[config.mk]
export PLATFORM = sky130hd
export DESIGN_NAME = ens_vote_argmax_flat
export DESIGN_NICKNAME = d
export VERILOG_FILES = /design/src/rtl/ens_vote_argmax_if.sv /design/src/rtl/ens_vote_argmax.sv /design/src/flat_wrapper.sv
export SDC_FILE = /design/constraint.sdc
export NUM_CORES = 1
export LEC_CHECK = 0
export CAP_MARGIN = 20
export CELL_PAD_IN_SITES_DETAIL_PLACEMENT = 1
export CELL_PAD_IN_SITES_GLOBAL_PLACEMENT = 2
export CORE_ASPECT_RATIO = 1.4
export CORE_UTILIZATION = 40
export CTS_BUF_LIST = sky130_fd_sc_hd__clkbuf_8
export CTS_CLUSTER_DIAMETER = 80
export DETAILED_ROUTE_END_ITERATION = 6
export PLACE_DENSITY_LB_ADDON = 0.1
export SLEW_MARGIN = 20
export SYNTH_ARGS = -nofsm -noshare
export SYNTH_HDL_FRONTEND = slang
export SYNTH_SLANG_ARGS = --single-unit
[constraint.sdc]
create_clock -name clk -period 3.25 [get_ports clk]
set_input_delay 0.65 -clock clk [delete_from_list [all_inputs] [get_ports clk]]
set_output_delay 0.65 -clock clk [all_outputs]
set_load 0.02 [all_outputs]
[src/rtl/ens_vote_argmax_if.sv]
// Handshake bundle for the ensemble vote/argmax block: member scores in, winning class out.
interface ens_vote_argmax_if #(
    parameter int N_CLASSES = 10,
    parameter int SCORE_W   = 2,
    parameter int N_MEMBERS = 4
);
    localparam int ACC_W = SCORE_W + $clog2(N_MEMBERS);
    localparam int CLS_W = (N_CLASSES > 1) ? $clog2(N_CLASSES) : 1;

    logic                         in_valid;
    logic                         in_ready;
    logic [N_CLASSES*SCORE_W-1:0] in_scores;
    logic                         out_valid;
    logic                         out_ready;
    logic [CLS_W-1:0]             out_class;
    logic [ACC_W-1:0]             out_score;

    modport master (
        output in_valid, in_scores, out_ready,
        input  in_ready, out_valid, out_class, out_score
    );

    modport slave (
        input  in_valid, in_scores, out_ready,
        output in_ready, out_valid, out_class, out_score
    );
endinterface

[src/rtl/ens_vote_argmax.sv]
// Sums N_MEMBERS per-class score vectors, then scans the sums one class per cycle
// to find the argmax (lowest index wins ties) and holds it until taken downstream.
module ens_vote_argmax #(
    parameter int N_CLASSES = 10,
    parameter int SCORE_W   = 2,
    parameter int N_MEMBERS = 4
) (
    input logic               clk,
    input logic               rst,
    ens_vote_argmax_if.slave  bus
);
    localparam int ACC_W  = SCORE_W + $clog2(N_MEMBERS);
    localparam int CLS_W  = (N_CLASSES > 1) ? $clog2(N_CLASSES) : 1;
    localparam int MCNT_W = (N_MEMBERS > 1) ? $clog2(N_MEMBERS) : 1;
    localparam logic [CLS_W-1:0]  LAST_IDX = CLS_W'(N_CLASSES - 1);
    localparam logic [MCNT_W-1:0] LAST_MBR = MCNT_W'(N_MEMBERS - 1);

    typedef enum logic [1:0] {ACCUM, SCAN, DONE} state_t;

    state_t              state, state_nxt;
    logic [ACC_W-1:0]    acc [N_CLASSES];
    logic [MCNT_W-1:0]   mcnt;
    logic [CLS_W-1:0]    idx;
    logic [CLS_W-1:0]    best_class, cand_class;
    logic [ACC_W-1:0]    best_score, cand_score;

    always_ff @(posedge clk or posedge rst) begin
        if (rst) state <= ACCUM;
        else     state <= state_nxt;
    end

    always_comb begin
        state_nxt     = state;
        bus.in_ready  = 1'b0;
        bus.out_valid = 1'b0;
        case (state)
            ACCUM: begin
                bus.in_ready = 1'b1;
                if (bus.in_valid && (mcnt == LAST_MBR)) state_nxt = SCAN;
            end
            SCAN: begin
                if (idx == LAST_IDX) state_nxt = DONE;
            end
            DONE: begin
                bus.out_valid = 1'b1;
                if (bus.out_ready) state_nxt = ACCUM;
            end
            default: state_nxt = ACCUM;
        endcase
    end

    // Strict compare keeps the earlier (lower) index on equal sums.
    always_comb begin
        cand_class = best_class;
        cand_score = best_score;
        if (acc[idx] > best_score) begin
            cand_class = idx;
            cand_score = acc[idx];
        end
    end

    always_ff @(posedge clk or posedge rst) begin
        if (rst) begin
            for (int c = 0; c < N_CLASSES; c++) acc[c] <= '0;
            mcnt          <= '0;
            idx           <= '0;
            best_class    <= '0;
            best_score    <= '0;
            bus.out_class <= '0;
            bus.out_score <= '0;
        end else begin
            case (state)
                ACCUM: begin
                    if (bus.in_valid) begin
                        for (int c = 0; c < N_CLASSES; c++)
                            acc[c] <= acc[c] + ACC_W'(bus.in_scores[c*SCORE_W +: SCORE_W]);
                        if (mcnt == LAST_MBR) begin
                            mcnt       <= '0;
                            idx        <= '0;
                            best_class <= '0;
                            best_score <= '0;
                        end else begin
                            mcnt <= mcnt + 1'b1;
                        end
                    end
                end
                SCAN: begin
                    best_class <= cand_class;
                    best_score <= cand_score;
                    idx        <= idx + 1'b1;
                    if (idx == LAST_IDX) begin
                        bus.out_class <= cand_class;
                        bus.out_score <= cand_score;
                    end
                end
                DONE: begin
                    if (bus.out_ready)
                        for (int c = 0; c < N_CLASSES; c++) acc[c] <= '0;
                end
                default: ;
            endcase
        end
    end
endmodule

[src/flat_wrapper.sv]
// flat-port wrapper written by rule: the top's interface ports become plain ports
module ens_vote_argmax_flat 
#(
    parameter int N_CLASSES = 10,
    parameter int SCORE_W   = 2,
    parameter int N_MEMBERS = 4
)
  (clk, rst, bus_in_valid, bus_in_scores, bus_out_ready, bus_in_ready, bus_out_valid, bus_out_class, bus_out_score);
  ens_vote_argmax_if #(.N_CLASSES(N_CLASSES), .SCORE_W(SCORE_W), .N_MEMBERS(N_MEMBERS)) bus_i ();
  input logic clk;
  input logic rst;
  input wire logic [$bits(bus_i.in_valid)-1:0] bus_in_valid;
  input wire logic [$bits(bus_i.in_scores)-1:0] bus_in_scores;
  input wire logic [$bits(bus_i.out_ready)-1:0] bus_out_ready;
  output wire logic [$bits(bus_i.in_ready)-1:0] bus_in_ready;
  output wire logic [$bits(bus_i.out_valid)-1:0] bus_out_valid;
  output wire logic [$bits(bus_i.out_class)-1:0] bus_out_class;
  output wire logic [$bits(bus_i.out_score)-1:0] bus_out_score;
  assign bus_i.in_valid = bus_in_valid;
  assign bus_i.in_scores = bus_in_scores;
  assign bus_i.out_ready = bus_out_ready;
  assign bus_in_ready = bus_i.in_ready;
  assign bus_out_valid = bus_i.out_valid;
  assign bus_out_class = bus_i.out_class;
  assign bus_out_score = bus_i.out_score;
  ens_vote_argmax #(.N_CLASSES(N_CLASSES), .SCORE_W(SCORE_W), .N_MEMBERS(N_MEMBERS)) u_core (.clk(clk), .rst(rst), .bus(bus_i));
endmodule
; ---- Word level (Yosys, flattened, before mapping)
; Cells that the tools add are included.
[word_totals]
elab_cells = 70
rom_bits = 0
output_inout_bits = 10
in_bits = 24
mem_bits_rw = 0
regBits = 64
memories = 0
latch_bits = 0
[classes]
n_addsub = 12
n_eq_ne = 9
n_mul = 0
n_shift = 0
muxes = 20
n_bitwise = 1
n_div = 0
n_reduce_logical = 9
n_lt_le_gt_ge = 2
[ops]
columns = cell, n
row1 = two-way mux 40 bit, 2
row2 = one-hot mux 40 bit (2 select lines), 1
row3 = adder 4 x 2 -> 4 bit, 10
row4 = two-way mux 4 bit, 6
row5 = one-hot mux 4 bit (2 select lines), 3
row6 = binary-select mux 4 bit (select 4 bit), 1
row7 = AND reduction 3 bit, 3
row8 = two-way mux 2 bit, 4
row9 = inequality test 2 x 1 -> 1 bit (second input constant), 3
row10 = one-hot mux 2 bit (3 select lines), 1
row11 = greater-or-equal comparator 5 bit (second input constant), 1
row12 = inverter 4 -> 5 bit, 1
row13 = adder 4 x 1 -> 4 bit (second input constant), 1
row14 = == test 2 bit (second input constant), 2
row15 = == test 4 bit (second input constant), 1
row16 = > comparator 4 bit, 1
row17 = inequality test 2 bit (second input constant), 2
row18 = AND reduction 2 bit, 2
row19 = nonzero test 2 bit, 2
row20 = adder 2 x 1 -> 2 bit (second input constant), 1
row21 = == test 2 x 1 -> 1 bit (second input constant), 1
row22 = zero test 2 bit, 1
row23 = two-way mux 1 bit, 2
row24 = logical AND 1 bit, 1

; ---- Logic depth before layout (Yosys ltp)
[logic_depth]
depth_word = 7
depth_mapped = 12
ltp_nobuf = 10

; ---- Worst setup path after synthesis
; Ideal clock, no wire load.
[synth_timing]
path_kind = register to register
startpoint = register u_core.idx[1]
endpoint = register u_core.best_class[1]
period_less_slack_ps = 2581
path_stages_with_launch = 12
t_arrival_ps = 2460
required_ps = 3129
setup_slack_ps = 669
setup_time_ps = 121
path_cell_list = dfrtp_1 buf_6 mux4_2 o22ai_1 o32ai_1 ha_1 nor2b_1 o21ai_1 a21oi_2 and2_1 buf_2 a22o_2
[synth_between]
elab_chain_cells = 7
[synth_lines]
columns = item, line_no
row1 = "start, declared", ens_vote_argmax.sv:23  ; logic [CLS_W-1:0] idx;
row2 = "start signal, assigned", ens_vote_argmax.sv:90  ; idx <= idx + 1'b1;
row3 = inverter 4 -> 5 bit (not written as such), ens_vote_argmax.sv:56  ; if (acc[idx] > best_score) begin
row4 = binary-select mux 4 bit (select 4 bit), ens_vote_argmax.sv:56
row5 = two-way mux 4 bit (not written as such) (2 in series), ens_vote_argmax.sv:56
row6 = > comparator 4 bit, ens_vote_argmax.sv:56
row7 = two-way mux 4 bit (*), ens_vote_argmax.sv:56
row8 = one-hot mux 4 bit (2 select lines) (*), ens_vote_argmax.sv:72  ; case (state)
row9 = "end signal, assigned", ens_vote_argmax.sv:88  ; best_class <= cand_class;
row10 = "end, declared", ens_vote_argmax.sv:24  ; logic [CLS_W-1:0] best_class, cand_class;
; Every way passes the cells marked *; elsewhere a longest branch is shown, timed or not. The select of a mux whose other input is x is not followed.
; A chain may end at the register's enable or synchronous reset.

; ---- Final worst setup path
[layout_timing]
startpoint = register u_core.idx[1]
endpoint = register u_core.best_score[0]
[layout_between]
elab_chain_cells = 7
[layout_lines]
columns = item, line_no
row1 = inverter 4 -> 5 bit (not written as such) (*), "ens_vote_argmax.sv:56, ens_vote_argmax.sv:58"
row2 = binary-select mux 4 bit (select 4 bit) (*), "ens_vote_argmax.sv:56, ens_vote_argmax.sv:58"
row3 = two-way mux 4 bit (not written as such) (*) (2 in series), "ens_vote_argmax.sv:56, ens_vote_argmax.sv:58"
row4 = > comparator 4 bit, ens_vote_argmax.sv:56
row5 = two-way mux 4 bit (*), ens_vote_argmax.sv:56
row6 = one-hot mux 4 bit (2 select lines) (*), ens_vote_argmax.sv:72
row7 = "end signal, assigned", ens_vote_argmax.sv:89  ; best_score <= cand_score;
row8 = "end, declared", ens_vote_argmax.sv:25  ; logic [ACC_W-1:0] best_score, cand_score;
; Marked as above.

==> flow_metrics.py <==
metrics = {
    "outcome": {
        "status": "finished clean",
    },
    "synthesis": {
        "syn_avg_cell_area_sq_um": 11.2,
        "ys_types": 41,
        "yosys_warnings": 0,
        "synth_enable_flop_cells": 0,
        "async_flop_share_pct": 100,
        "ys.flop_type": "dfrtp_1",
        "syn_inst": 328,
        "ys_ff_latch": 64,
        "netlist_area_sq_um": 3670,
        "synth-seq-area-share_pct": 43.7,
        "synthesis.nets": 389,
    },
    "place": {
        "routabilityCongestion": 0.831,
        "dp.final_hpwl_mm": 6.27,
        "numPortBuffers": 33,
    },
    "flow_run": {
        "cap_violations": 0,
    },
    "pwr": {
        "peakVddDrop_mv": 0.510,
        "sw_frac_of_total_pct": 41.2,
        "p_seq_share_pct": 34.2,
        "p_leak_nw": 2.05,
        "p_clk_share_pct": 13.2,
        "power_density_nw_per_um2": 1050,
        "power_mw": 4.51,
        "p_int_mw": 2.65,
        "p_comb_share_pct": 52.5,
        "p_sw_mw": 1.86,
    },
    "routing": {
        "dr.pass1.iters": 4,
        "drcViolationCount": 0,
        "via_per_inst": 5.56,
        "wirelength_mm": 8.50,
        "routedWlPerCell_um": 17.9,
        "dr.first_iter.drc_count": 81,
        "vias": 2643,
        "ant_nets": 0,
    },
    "critical_path": {
        "cp_slowest_cell": "mux4_2",
        "worst-path-buf-inv": 0,
        "r2r_setup_slack_ns": 0.36,
        "cp_top_family": "multiplexers",
        "slowest_delay_ns": 0.55,
        "arrival_ns": 3.16,
        "cp_cell_sequence": "mux4_2 > o22ai_1 > o32ai_1 > ha_1 > nand4_1 > o21ai_0 > a21oi_2 > and2_1 > mux2i_1",
        "worstSetupEndpointType": "flop",
        "reg2reg_to": "u_core.best_score[0]$_DFFE_PP0P_",
        "r2r_start": "u_core.idx[1]$_DFFE_PP0P_",
        "critPathKind": "reg2reg",
        "ff2ff_path_depth": 9,
        "start_kind": "flop",
        "required_ns": 3.52,
        "crit_fanout": 11,
    },
    "cts": {
        "cts_tree": "built",
        "cts_buffers": 9,
        "cts-root-buf": "clkbuf_8",
        "postCtsSetupRepairBufs": 0,
        "clkTransAtPathRegs_ns": 0.07,
        "clk_latency_ns": 0.34,
        "cts_max_path_buffers": 2,
        "cts_num_sinks": 64,
        "cts_max_level": 3,
    },
    "final_layout": {
        "layout_commonest_cell": "dfrtp_1",
        "nets": 425,
        "synthToLayoutAreaGrowth_pct": 17.1,
        "n_antenna_cell": 0,
        "multi_input_area_sq_um": 1920,
        "register_area_sq_um": 1600,
        "final_cell_mix": "dfrtp_1, clkdlybuf4s50_1, nor2_1",
        "drive_above_1_share_pct": 10.6,
        "fillers": 980,
    },
    "timing": {
        "rsz0062_at_grt": "false",
        "final_hold_viol_count": 0,
        "slew_viol_final": 0,
        "fmax_ghz": 0.346,
        "fin_skew_ns": 0.00783,
        "period_share_pct": 88.8,
        "finalCriticalPeriod_ns": 2.89,
        "setup_viol": 0,
        "tightestPinTransition_ns": 0.522,
        "maxSlewHeadroom_pct": 65.1,
        "final.setup.tns_ns": 0,
    },
    "floorplan": {
        "io_pins": 34,
        "dieHeight_um": 115,
        "core_sq_um": 8980,
        "placementRows": 41,
        "die-area_sq_um": 9560,
        "die_w_um": 82.9,
        "initial_core_util_pct": 40.8,
    },
    "global_routing": {
        "antenna_found_initial": 0,
        "overflow": 0,
        "grt_use_total_pct": 20.0,
        "grt_pass1_vias": 2922,
        "grt_pass1_wl_mm": 14.9,
        "grt_max_degree": 36,
    },
    "min_path": {
        "hp-class": "reg2reg",
        "hold_path_end": "u_core.bus.out_class[3]$_DFFE_PP0P_",
        "hold_depth": 2,
        "min-delay-start": "u_core.bus.out_class[3]$_DFFE_PP0P_",
    },
}
==> stage by stage <==
step                util, %  worst slack, ns  cell area (sq um)  hold WS (ns)  std cells
global route           47.8            0.147               4290         0.508        475
CTS                    47.8            0.221               4290         0.484        475
floorplan                 -            0.669               3670         0.461        328
detailed placement     46.0            0.249               4130         0.468        460
finish                 47.8            0.363               4290         0.474        475
global placement       46.0            0.342               4130         0.459        460
==> power groups by stage <==
stage | registers, mW | logic (mW) | clock network, mW
4_1_cts | 1.55 | 2.40 | 0.623
6_report | 1.54 | 2.37 | 0.597
3_5_place_dp | 1.56 | 2.40 | 0
2_1_floorplan | 1.47 | 1.72 | 0
3_3_place_gp | 1.55 | 2.31 | 0
5_1_grt | 1.60 | 2.67 | 0.653
==> Yosys cell counts, drive strengths merged (3+ instances only) <==
| library cell | instances | area (sq um) |
|---|---|---|
| ha | 27 | 338 |
| xor2 | 20 | 175 |
| nand3 | 11 | 55.1 |
| fa | 10 | 200 |
| mux2 | 6 | 67.6 |
| nor2b | 6 | 37.5 |
| o21ai | 12 | 60.1 |
| nand2 | 24 | 90.1 |
| mux4 | 4 | 90.1 |
| dfrtp | 64 | 1600 |
| clkbuf | 5 | 18.8 |
| mux2i | 7 | 70.1 |
| nor2 | 30 | 113 |
| a21o | 13 | 97.6 |
| inv | 6 | 22.5 |
| o211a | 4 | 40.0 |
| a211oi | 4 | 30.0 |
| nor3 | 6 | 30.0 |
| buf | 15 | 101 |
| a21oi | 7 | 38.8 |
| and2 | 4 | 25.0 |
| a22o | 24 | 211 |
| o22ai | 5 | 37.5 |
| o32ai | 3 | 33.8 |
==> area by class of cell <==
cell class	instances	share of cell area, %
multi-input combinational	238	44.8
sequential	64	37.3
timing repair buffer	45	10.4
clock buffer	11	3.53
tap	107	3.12
inverter	6	0.525
clock inverter	4	0.350
==> routing by layer <==
metal	share of wire [%]	track usage, %
met1	45	25.5
met2	51	33.8
met3	1.9	3.16
met4	2.0	8.62
met5	0	0
==> kinds of logic (layout without fill, tap and decap cells) <==
kind of cell               Yosys count  count (layout)  synth area share [%]
and+or+nand+nor                     89              89                  11.1
AOI/OAI and AO/OA                   75              75                  15.6
DFF                                 64              64                  43.7
adders and majority gates           37              37                  14.7
buffers and inverters               26              66                  3.89
xor gates and xnor gates            20              20                  4.78
muxes                               17              17                  6.21
==> sequential cells by signal, indices dropped and copies added, names as in the netlist <==
| register | cells |
|---|---|
| u_core.bus.out_score | 4 |
| u_core.state | 2 |
| u_core.best_class | 4 |
| u_core.bus.out_class | 4 |
| u_core.best_score | 4 |
| u_core.mcnt | 2 |
| u_core.acc | 40 |
| u_core.idx | 4 |
==> worst max path at each step <==
stage                     slack, ns                          endpoint  depth (start not counted)                       from
after CTS                      0.22  u_core.best_score[0]$_DFFE_PP0P_                          9  u_core.idx[1]$_DFFE_PP0P_
after floorplan                0.67  u_core.best_class[1]$_DFFE_PP0P_                         11  u_core.idx[1]$_DFFE_PP0P_
final                          0.36  u_core.best_score[0]$_DFFE_PP0P_                          9  u_core.idx[1]$_DFFE_PP0P_
after detailed placement       0.25  u_core.best_score[0]$_DFFE_PP0P_                          9  u_core.idx[1]$_DFFE_PP0P_
after global placement         0.34  u_core.best_score[0]$_DFFE_PP0P_                          9  u_core.idx[1]$_DFFE_PP0P_
after global routing           0.15  u_core.best_score[0]$_DFFE_PP0P_                          9  u_core.idx[1]$_DFFE_PP0P_
==> worst min-delay path, cell delays in order (launching register included) <==
cell and delay (ns):
dfrtp_1 0.34, nand2_1 0.05, nand2_1 0.05
==> repair_timing <==
action                                  CTS  global route
hold endpoints to repair                  0             0
hold buffers                              0             0
endpoints found under the setup margin    0             3
gates resized for setup                   0             1
(Power assumes the default switching activity.)
